--- src/rtl/spi_cmd_decoder.sv ---
// Command parser between the quad-SPI nybble receiver and the vertex/triangle/instance buffers.
// Checks the zero-padded header, reads the arguments and emits whole payload records on a valid/ready port.
module spi_cmd_decoder #(
  parameter int VTX_W   = 108,
  parameter int IDX_W   = 8,
  parameter int TRANS_W = 384,
  parameter int HDR_NYB = 8
) (
  input  logic                 clk_100m,
  input  logic                 rst_n,
  input  logic                 cs_active,
  input  logic                 nyb_valid,
  input  logic [3:0]           nyb_data,
  output logic                 rec_valid,
  input  logic                 rec_ready,
  output logic [1:0]           rec_type,
  output logic [IDX_W-1:0]     rec_idx,
  output logic [2*IDX_W-1:0]   rec_aux,
  output logic [TRANS_W-1:0]   rec_data,
  output logic                 cmd_done,
  output logic                 busy,
  output logic [3:0]           err_code
);

  // Opcode encoding shared with the host-side command builder
  localparam logic [3:0] OP_CREATE_VERT = 4'h1;
  localparam logic [3:0] OP_CREATE_TRI  = 4'h2;
  localparam logic [3:0] OP_CREATE_INST = 4'h3;
  localparam logic [3:0] OP_UPDATE_INST = 4'h4;

  localparam logic [3:0] ERR_PAD       = 4'd1;
  localparam logic [3:0] ERR_OPCODE    = 4'd2;
  localparam logic [3:0] ERR_TRUNCATED = 4'd3;
  localparam logic [3:0] ERR_OVERFLOW  = 4'd4;

  localparam int CNT_W = 7;
  localparam logic [CNT_W-1:0] HDR_LAST  = CNT_W'(HDR_NYB);
  localparam logic [CNT_W-1:0] ARG1_LAST = CNT_W'(IDX_W/4 - 1);
  localparam logic [CNT_W-1:0] ARG2_LAST = CNT_W'(2*IDX_W/4 - 1);
  localparam logic [CNT_W-1:0] VERT_LAST = CNT_W'(VTX_W/4 - 1);
  localparam logic [CNT_W-1:0] TRI_LAST  = CNT_W'(3*IDX_W/4 - 1);
  localparam logic [CNT_W-1:0] INST_LAST = CNT_W'(TRANS_W/4 - 1);

  typedef enum logic [2:0] {
    S_IDLE    = 3'd0,
    S_HDR     = 3'd1,
    S_ARG     = 3'd2,
    S_PAYLOAD = 3'd3,
    S_DONE    = 3'd4,
    S_ERR     = 3'd5
  } state_t;

  function automatic logic is_known_op(input logic [3:0] op);
    is_known_op = (op == OP_CREATE_VERT) || (op == OP_CREATE_TRI) ||
                  (op == OP_CREATE_INST) || (op == OP_UPDATE_INST);
  endfunction

  state_t                r_state;
  state_t                w_state_nxt;
  logic                  r_cs_d;
  logic [CNT_W-1:0]      r_cnt;
  logic [TRANS_W-5:0]    r_sh;
  logic [3:0]            r_op;
  logic [IDX_W-1:0]      r_count;
  logic [IDX_W-1:0]      r_rec_cnt;
  logic [2*IDX_W-1:0]    r_aux;

  logic                  r_rec_valid;
  logic [1:0]            r_rec_type;
  logic [IDX_W-1:0]      r_rec_idx;
  logic [2*IDX_W-1:0]    r_rec_aux;
  logic [TRANS_W-1:0]    r_rec_data;
  logic                  r_cmd_done;
  logic                  r_busy;
  logic [3:0]            r_err;

  logic                  w_acc;
  logic [TRANS_W-1:0]    w_shift;
  logic [CNT_W-1:0]      w_rec_last;
  logic [CNT_W-1:0]      w_arg_last;
  logic [1:0]            w_rec_type;
  logic                  w_is_inst;
  logic [2*IDX_W-1:0]    w_aux_nxt;
  logic                  w_last_rec;
  logic                  w_count_zero;

  logic                  w_cnt_clr;
  logic                  w_cnt_inc;
  logic                  w_sh_clr;
  logic                  w_sh_load;
  logic                  w_op_load;
  logic                  w_arg_done;
  logic                  w_rec_load;
  logic                  w_err_clr;
  logic                  w_err_set;
  logic [3:0]            w_err_val;

  assign w_acc        = nyb_valid & cs_active;
  assign w_shift      = {r_sh, nyb_data};
  assign w_last_rec   = w_is_inst | (r_rec_cnt == (r_count - IDX_W'(1)));
  assign w_count_zero = (w_shift[IDX_W-1:0] == {IDX_W{1'b0}});

  // Per-opcode record geometry, record type and argument decode
  always_comb begin
    w_rec_last = INST_LAST;
    w_arg_last = ARG1_LAST;
    w_rec_type = 2'd0;
    w_is_inst  = 1'b0;
    w_aux_nxt  = {(2*IDX_W){1'b0}};
    case (r_op)
      OP_CREATE_VERT: begin
        w_rec_last = VERT_LAST;
        w_rec_type = 2'd0;
      end
      OP_CREATE_TRI: begin
        w_rec_last = TRI_LAST;
        w_rec_type = 2'd1;
      end
      OP_CREATE_INST: begin
        w_arg_last = ARG2_LAST;
        w_rec_type = 2'd2;
        w_is_inst  = 1'b1;
        w_aux_nxt  = w_shift[2*IDX_W-1:0];
      end
      OP_UPDATE_INST: begin
        w_rec_type = 2'd3;
        w_is_inst  = 1'b1;
        w_aux_nxt  = {{IDX_W{1'b0}}, w_shift[IDX_W-1:0]};
      end
      default: begin
        w_rec_last = INST_LAST;
      end
    endcase
  end

  // Next-state and datapath control strobes
  always_comb begin
    w_state_nxt = r_state;
    w_cnt_clr   = 1'b0;
    w_cnt_inc   = 1'b0;
    w_sh_clr    = 1'b0;
    w_sh_load   = 1'b0;
    w_op_load   = 1'b0;
    w_arg_done  = 1'b0;
    w_rec_load  = 1'b0;
    w_err_clr   = 1'b0;
    w_err_set   = 1'b0;
    w_err_val   = 4'd0;
    case (r_state)
      S_IDLE: begin
        if (cs_active && !r_cs_d) begin
          w_state_nxt = S_HDR;
          w_err_clr   = 1'b1;
          w_cnt_clr   = 1'b1;
          w_sh_clr    = 1'b1;
        end else begin
          w_state_nxt = S_IDLE;
        end
      end
      S_HDR: begin
        if (!cs_active) begin
          w_state_nxt = S_IDLE;
          w_err_set   = 1'b1;
          w_err_val   = ERR_TRUNCATED;
        end else if (w_acc) begin
          if (r_cnt != HDR_LAST) begin
            if (nyb_data != 4'h0) begin
              w_state_nxt = S_ERR;
              w_err_set   = 1'b1;
              w_err_val   = ERR_PAD;
            end else begin
              w_cnt_inc = 1'b1;
            end
          end else if (is_known_op(nyb_data)) begin
            w_state_nxt = S_ARG;
            w_op_load   = 1'b1;
            w_cnt_clr   = 1'b1;
          end else begin
            w_state_nxt = S_ERR;
            w_err_set   = 1'b1;
            w_err_val   = ERR_OPCODE;
          end
        end else begin
          w_state_nxt = S_HDR;
        end
      end
      S_ARG: begin
        if (!cs_active) begin
          w_state_nxt = S_IDLE;
          w_err_set   = 1'b1;
          w_err_val   = ERR_TRUNCATED;
        end else if (w_acc) begin
          if (r_cnt == w_arg_last) begin
            w_arg_done = 1'b1;
            w_cnt_clr  = 1'b1;
            w_sh_clr   = 1'b1;
            // An empty vertex/triangle list completes the command immediately
            if (!w_is_inst && w_count_zero) begin
              w_state_nxt = S_DONE;
            end else begin
              w_state_nxt = S_PAYLOAD;
            end
          end else begin
            w_cnt_inc = 1'b1;
            w_sh_load = 1'b1;
          end
        end else begin
          w_state_nxt = S_ARG;
        end
      end
      S_PAYLOAD: begin
        if (!cs_active) begin
          w_state_nxt = S_IDLE;
          w_err_set   = 1'b1;
          w_err_val   = ERR_TRUNCATED;
        end else if (w_acc) begin
          if (r_cnt == w_rec_last) begin
            w_cnt_clr = 1'b1;
            w_sh_clr  = 1'b1;
            if (r_rec_valid && !rec_ready) begin
              w_state_nxt = S_ERR;
              w_err_set   = 1'b1;
              w_err_val   = ERR_OVERFLOW;
            end else begin
              w_rec_load = 1'b1;
              if (w_last_rec) begin
                w_state_nxt = S_DONE;
              end else begin
                w_state_nxt = S_PAYLOAD;
              end
            end
          end else begin
            w_cnt_inc = 1'b1;
            w_sh_load = 1'b1;
          end
        end else begin
          w_state_nxt = S_PAYLOAD;
        end
      end
      S_DONE, S_ERR: begin
        if (!cs_active) begin
          w_state_nxt = S_IDLE;
        end else begin
          w_state_nxt = r_state;
        end
      end
      default: begin
        w_state_nxt = S_IDLE;
      end
    endcase
  end

  // FSM state register
  always_ff @(posedge clk_100m or negedge rst_n) begin
    if (!rst_n) begin
      r_state <= S_IDLE;
    end else begin
      r_state <= w_state_nxt;
    end
  end

  // Nybble counter, shift register and per-command context
  always_ff @(posedge clk_100m or negedge rst_n) begin
    if (!rst_n) begin
      r_cs_d    <= 1'b0;
      r_cnt     <= '0;
      r_sh      <= '0;
      r_op      <= 4'h0;
      r_count   <= '0;
      r_rec_cnt <= '0;
      r_aux     <= '0;
    end else begin
      r_cs_d <= cs_active;
      if (w_cnt_clr) begin
        r_cnt <= '0;
      end else if (w_cnt_inc) begin
        r_cnt <= r_cnt + CNT_W'(1);
      end
      if (w_sh_clr) begin
        r_sh <= '0;
      end else if (w_sh_load) begin
        r_sh <= w_shift[TRANS_W-5:0];
      end
      if (w_op_load) begin
        r_op <= nyb_data;
      end
      if (w_arg_done) begin
        r_count   <= w_shift[IDX_W-1:0];
        r_aux     <= w_aux_nxt;
        r_rec_cnt <= '0;
      end else if (w_rec_load) begin
        r_rec_cnt <= r_rec_cnt + IDX_W'(1);
      end
    end
  end

  // Record output register; a load in the handshake cycle keeps valid high
  always_ff @(posedge clk_100m or negedge rst_n) begin
    if (!rst_n) begin
      r_rec_valid <= 1'b0;
      r_rec_type  <= 2'd0;
      r_rec_idx   <= '0;
      r_rec_aux   <= '0;
      r_rec_data  <= '0;
    end else if (w_rec_load) begin
      r_rec_valid <= 1'b1;
      r_rec_type  <= w_rec_type;
      r_rec_idx   <= w_is_inst ? {IDX_W{1'b0}} : r_rec_cnt;
      r_rec_aux   <= r_aux;
      r_rec_data  <= w_shift;
    end else if (r_rec_valid && rec_ready) begin
      r_rec_valid <= 1'b0;
    end
  end

  // Status outputs: done pulse, busy flag and sticky error code
  always_ff @(posedge clk_100m or negedge rst_n) begin
    if (!rst_n) begin
      r_cmd_done <= 1'b0;
      r_busy     <= 1'b0;
      r_err      <= 4'd0;
    end else begin
      r_cmd_done <= (w_state_nxt == S_DONE) && (r_state != S_DONE);
      r_busy     <= (w_state_nxt != S_IDLE);
      if (w_err_clr) begin
        r_err <= 4'd0;
      end else if (w_err_set) begin
        r_err <= w_err_val;
      end
    end
  end

  assign rec_valid = r_rec_valid;
  assign rec_type  = r_rec_type;
  assign rec_idx   = r_rec_idx;
  assign rec_aux   = r_rec_aux;
  assign rec_data  = r_rec_data;
  assign cmd_done  = r_cmd_done;
  assign busy      = r_busy;
  assign err_code  = r_err;

endmodule

--- config.mk ---
export PLATFORM = sky130hd
export DESIGN_NAME = spi_cmd_decoder
export DESIGN_NICKNAME = d
export VERILOG_FILES = /design/src/rtl/spi_cmd_decoder.sv
export SDC_FILE = /design/constraint.sdc
export NUM_CORES = 2
export LEC_CHECK = 0
export ABC_AREA = 0
export CAP_MARGIN = 0
export CORE_MARGIN = 2
export CORE_UTILIZATION = 60
export DETAILED_ROUTE_END_ITERATION = 8
export GPL_TIMING_DRIVEN = 0
export PLACE_DENSITY = 0.85
export SKIP_LAST_GASP = 1
export SYNTH_ARGS = -nofsm -noshare
export SYNTH_HDL_FRONTEND = slang
export SYNTH_SLANG_ARGS = --single-unit
export TNS_END_PERCENT = 50
--- constraint.sdc ---
create_clock -name clk_100m -period 5.81 [get_ports clk_100m]
set_input_delay 0.8715 -clock clk_100m [delete_from_list [all_inputs] [get_ports clk_100m]]
set_output_delay 0.8715 -clock clk_100m [all_outputs]
set_load 0.02 [all_outputs]
# ---- Word level (Yosys, flattened, before mapping)
# Cells that the tools add are included.
dict set report totals {
  ff_bits 844
  latch_bits 0
  mem_bits_rw 0
  romBits 0
  inputBits 9
  output_inout_bits 417
  elab_cells 150
  mem_count 0
}
dict set report op_classes {
  add_sub_neg 3
  multipliers 0
  div 0
  n_lt_le_gt_ge 0
  eq_ne 19
  n_shift 0
  muxes 88
  n_bitwise 2
  n_reduce_logical 22
}
# cell n
set op_table {}
lappend op_table {{$mux 380} 2}
lappend op_table {{$mux 3} 19}
lappend op_table {{$mux 1} 44}
lappend op_table {{$pmux 16 s2} 1}
lappend op_table {{$mux 8} 3}
lappend op_table {{$mux 4} 5}
lappend op_table {{$eq 4x2->1 const B} 4}
lappend op_table {{$pmux 3 s5} 1}
lappend op_table {{$eq 7x7->1} 2}
lappend op_table {{$mux 7} 2}
lappend op_table {{$pmux 7 s2} 1}
lappend op_table {{$pmux 4 s3} 1}
lappend op_table {{$reduce_bool 2->1} 5}
lappend op_table {{$eq 3x3->1 const B} 3}
lappend op_table {{$pmux 1 s3} 3}
lappend op_table {{$add 8x1->8 const B} 1}
lappend op_table {{$eq 4x1->1 const B} 2}
lappend op_table {{$eq 4x3->1 const B} 2}
lappend op_table {{$eq 8x8->1} 1}
lappend op_table {{$logic_not 8->1} 1}
lappend op_table {{$sub 8x1->8 const B} 1}
lappend op_table {{$add 7x1->7 const B} 1}
lappend op_table {{$ne 7x4->1 const B} 1}
lappend op_table {{$eq 3x2->1 const B} 2}
lappend op_table {{other kinds (15)} 26}

# ---- Logic depth before layout (Yosys ltp)
dict set report logic_depth {
  depth_word 12
  mapped_depth 12
  mapped_depth_nobuf 9
}

# ---- Least setup slack after synthesis
# OpenSTA, ideal clock, no wires.
dict set report synth_timing {
  path_type {input -> register}
  start {in nyb_data[0]}
  end {reg r_busy, in the netlist busy}
  setup_ns 0.124
  t_arrival_ns 2.403
  path_slack_ns 3.283
  path_stages 7
  path_cell_list {clkbuf_1 > nor4_1 > nand2_1 > o311ai_0 > a21boi_0 > a31o_2 > a211o_1}
}
dict set report synth_via {
  elab_chain_cells 10
  word_cells_on_any_way 21
  cone_classes {eq/ne (4); mux (10); reduce/logical (7)}
}
# element line
set synth_lines {}
lappend synth_lines {{start, declared} 13} ;# input logic [3:0] nyb_data,
lappend synth_lines {{$eq 4x1->1 / $eq 4x2->1 (equally long branches)} 54} ;# is_known_op = (op == OP_CREATE_VERT) || (op == OP_CREATE_TRI) ||
lappend synth_lines {{$logic_or 1x1->1 (2 in series)} 54}
lappend synth_lines {{$logic_or 1x1->1} 55} ;# (op == OP_CREATE_INST) || (op == OP_UPDATE_INST);
lappend synth_lines {{$mux 3} 174} ;# end else if (is_known_op(nyb_data)) begin
lappend synth_lines {{$mux 3} 166} ;# if (r_cnt != HDR_LAST) begin
lappend synth_lines {{$mux 3} 165} ;# end else if (w_acc) begin
lappend synth_lines {{$mux 3} 161} ;# if (!cs_active) begin
lappend synth_lines {{$pmux 3 s5 (*)} 149} ;# case (r_state)
lappend synth_lines {{via w_state_nxt[1]} 59} ;# state_t w_state_nxt;
lappend synth_lines {{$reduce_bool 3->1 (*)} 324} ;# r_busy <= (w_state_nxt != S_IDLE);
lappend synth_lines {{end signal, assigned} 324}
lappend synth_lines {{end, declared} 74} ;# logic r_busy;
# Mark *: on every way through the listed nets, which the timed path passes. The rest lies on a longest branch.
# A chain may end at the register's enable or synchronous reset.

# ---- Final worst setup path
dict set report layout_timing {
  start {in cs_active}
  end {reg r_rec_idx[6], in the netlist rec_idx[6]}
}
dict set report layout_via {
  elab_chain_cells 4
}
# element line
set layout_lines {}
lappend layout_lines {{start, declared} 11} ;# input logic cs_active,
lappend layout_lines {{$and 1x1->1} 98} ;# assign w_acc = nyb_valid & cs_active;
lappend layout_lines {{$mux 1} 216} ;# end else if (w_acc) begin
lappend layout_lines {{$mux 1 (*)} 212} ;# if (!cs_active) begin
lappend layout_lines {{$mux 1 (*)} 149}
lappend layout_lines {{end signal, assigned} 308} ;# r_rec_idx <= w_is_inst ? {IDX_W{1'b0}} : r_rec_cnt;
lappend layout_lines {{end, declared} 70} ;# logic [IDX_W-1:0] r_rec_idx;
# Mark *: on every way between the ends. The rest lies on a longest branch, timed or not.

==> results.rst <==
.. list-table::
   :header-rows: 1

   * - Metric
     - Value
   * - Type of the tightest min-delay check
     - in -> async
   * - Ys Warns
     - 0
   * - Number of clock sinks
     - 843
   * - Largest vdd supply drop
     - 0.000272 V
   * - Cell accounting for the most synthesized area
     - dfrtp_1
   * - Most Frequent Cell on Critical Path
     - nand2_1
   * - Skew-Pair Late Insertion Delay
     - 0.63 ns
   * - Slew @ Worst Pin
     - 0.977 ns
   * - Global routing usage summed across all routing layers
     - 30.6%
   * - Count of buffers added by post-CTS timing repair for setup
     - 0
   * - CP required
     - 6.37 ns
   * - Total number of H-tree levels
     - 3
   * - Number of distinct standard cells referenced by the synthesized netlist
     - 61
   * - Master of the slowest instance on the critical path
     - nor3_2
   * - Post-detailed-route count of antenna-violating nets
     - 0
   * - Share of the clock period used by the worst path
     - 60.1%
   * - Post-DP HPWL
     - 58.8 mm
   * - Via-per-instance ratio
     - 5.44
   * - Register area
     - 21,100 um2
   * - Fin crit period
     - 3.49 ns
   * - Post-route insts no fill
     - 5,047
   * - Arrival @ worst endpoint
     - 4.05 ns
   * - Critical-path maximum fanout
     - 10
   * - Worst reg-to-reg path cell count
     - 10
   * - RePlAce Congestion
     - 0.880
   * - TNS Setup
     - 0 ns
   * - Post-synthesis cell area
     - 33,500 um2
   * - Worst slack at placement
     - 1.67 ns
   * - Buffer and inverter count on the worst path
     - 3
   * - Leading cell types by count after synthesis
     - nand2_1, dfrtp_1, a21oi_1, clkbuf_1, a21oi_2
   * - Smallest hold slack
     - 0.242 ns
   * - Total via count after detailed routing
     - 27,400
   * - Worst path depth
     - 9
   * - Filler cell count
     - 3,672
   * - Number of antenna diodes
     - 0
   * - Number of placed cells counting well taps
     - 4,896
   * - Seq cells post-synth
     - 843
   * - Antenna violations before repair
     - 0
   * - Metal3 WL
     - 7.60 mm
   * - Most used DFF post-synth
     - dfrtp_1
   * - Proportion of layout cells with a drive suffix above 1
     - 8.30%
   * - Kind of cell adding the most delay to the critical path
     - simple AND/OR/NAND/NOR gates
   * - Layout area overhead
     - 24.4%
   * - Average cell area after synthesis
     - 9.02 um2
   * - Count of mapped cells out of synthesis
     - 3,720
   * - FFs w/ async S/R, synth
     - 100%
   * - Sequential element share of the synthesized area
     - 62.9%
   * - TritonCTS clock tree
     - yes
   * - Top routing layer used
     - met4
   * - Setup repair after global routing missed its margin
     - no
   * - Overall die area
     - 57,800 um2
   * - Cell with the most instances after synthesis
     - nand2_1
   * - Hold Fails Final Rpt
     - 0
   * - Width of the die
     - 240 um
   * - Power per Cell Area
     - 283 nW/um2
   * - Kind of end point of the critical path
     - flip-flop
   * - Wire length on met2
     - 41.1 mm
   * - DRC violations left
     - 0
   * - Stage delay of the slowest cell on the critical path
     - 0.75 ns
   * - Clock Tree Buf Depth
     - 3
   * - R2R Path End
     - rec_data[170]
   * - Global-route wire length before repair
     - 140 mm
   * - Number of buffers inserted by port buffering
     - 421
   * - Post-synth EDFFs
     - 0
   * - Largest net degree at the start of global routing
     - 126
   * - Relative max-transition margin
     - 34.5%
   * - Placeable core area
     - 55,200 um2
   * - Crit path launch type
     - primary input
   * - Resized Gates After CTS
     - 0
   * - Wl on met1
     - 35.6 mm
   * - Worst path cell trace
     - clkdlybuf4s50_1, nand2_1, nor2_1, nand2_1, nor3_2, buf_2, buf_2, nand3_1, nand2_1
   * - Num CTS Buffers
     - 84
   * - Synth area leaders
     - dfrtp_1, nand2_1, a21oi_1
   * - Area of the multi-input gates
     - 11,300 um2
   * - R2R Path Start
     - r_op[3]
   * - Number of hold buffers added after cts
     - 0
   * - Final critical-path setup slack
     - 2.32 ns
   * - Std cell rows
     - 86
   * - Detailed Route Iter0 Violations
     - 2,160
   * - Post-detailed-route wirelength per cell
     - 17.4 um
   * - Net count, final
     - 4,247
   * - Number of nets produced by synthesis
     - 3,733
   * - Yosys top cell area share
     - 62.9%
   * - Reg2Reg Setup Slack
     - 2.32 ns
   * - Max Freq
     - 286 MHz
   * - Clock input transition at the sequential cells of the worst setup and hold paths
     - 0.06 ns
   * - Outcome
     - complete, no violations
   * - Setup skew after layout
     - 0.0159 ns
   * - DR pass1 iterations
     - 6
   * - Clock root buffer master
     - clkbuf_16
   * - Leakage power
     - 20.3 nW
   * - Number of global-route vias before repair
     - 26,700
   * - Starting density of the core
     - 60.8%
   * - Number of top-level pins
     - 426
   * - # setup viols final
     - 0
   * - Final Slew Violations
     - 0
   * - Worst setup path class
     - in -> reg
   * - Total routed wirelength
     - 87.8 mm
   * - # Max-Cap Violations
     - 0
   * - GR Overflow Total
     - 0
   * - Die Height
     - 240 um
==> per-layer routing <==
| metal | up-vias | track usage, % |
|---|---|---|
| li1 | 12700 | - |
| met4 | 0 | 12.1 |
| met1 | 13500 | 40.8 |
| met5 | - | 0 |
| met2 | 1027 | 48.1 |
| met3 | 240 | 8.25 |
==> final cells by class <==
| cell class | instances | area share (%) |
|---|---|---|
| Buffer | 241 | 2.67 |
| Clock inverter | 31 | 1.02 |
| Timing Repair Buffer | 428 | 10.6 |
| Tap cell | 748 | 2.24 |
| Sequential cell | 843 | 50.5 |
| Inverter | 8 | 0.0719 |
| Multi-Input combinational cell | 2628 | 27.1 |
| Clock buffer | 120 | 5.82 |
==> registers in the layout, indices dropped and copies added (netlist names), 4 cells and up <==
name       cells
rec_data     384
r_sh         380
r_aux         16
rec_aux       16
r_count        8
r_rec_cnt      8
rec_idx        8
r_cnt          7
r_op           4
==> kinds of logic (layout without fill, tap and decap cells) <==
| group | count (synthesis) | in the layout | synth area share [%] |
|---|---|---|---|
| and+or+nand+nor | 2150 | 2150 | 24.7 |
| other | 1 | 1 | 0.0112 |
| DFF | 843 | 843 | 62.9 |
| buffers and inverters | 249 | 828 | 3.41 |
| AOI/OAI and AO/OA | 441 | 441 | 7.97 |
| muxes | 6 | 6 | 0.190 |
| adders and majority gates | 4 | 4 | 0.149 |
| xor gates and xnor gates | 26 | 26 | 0.701 |
==> stage by stage <==
stage	area, um2	total power, mW	utilization (%)
6_report	41700	11.8	75.6
5_1_grt	41700	12.1	75.6
4_1_cts	41700	11.9	75.6
3_5_place_dp	38900	6.30	70.5
3_3_place_gp	38700	6.31	70.1
2_1_floorplan	33500	6.12	-
==> worst max-delay path by stage <==
stage                                to         from  slack [ns]
after global placement     rec_data[88]        rst_n      -33.00
after global routing      rec_data[162]      r_op[3]        2.01
after floorplan                    busy  nyb_data[0]        3.28
after detailed placement     rec_idx[6]    cs_active        1.67
after CTS                    rec_idx[6]    cs_active        2.31
final                        rec_idx[6]    cs_active        2.32
==> report_power, final <==
part | switching (mW) | internal (mW)
clock | 2.30 | 3.32
sequential | 0.00905 | 5.88
combinational | 0.232 | 0.0705
==> cell usage in the layout (no fill, tap or decap), drive strengths merged, types with 5 or more instances in the layout <==
master / n
nand2: 2046
dfrtp: 843
clkdlybuf4s50: 420
a21oi: 386
clkbuf: 252
buf: 117
nor2: 28
o21ai: 27
nand3: 19
xnor2: 16
inv: 16
nor3: 14
xor2: 10
clkinv: 10
bufinv: 9
nand2b: 6
nand4: 6
nor4: 6
and3: 5
nor2b: 5
Power figures use the tool's default switching activity.
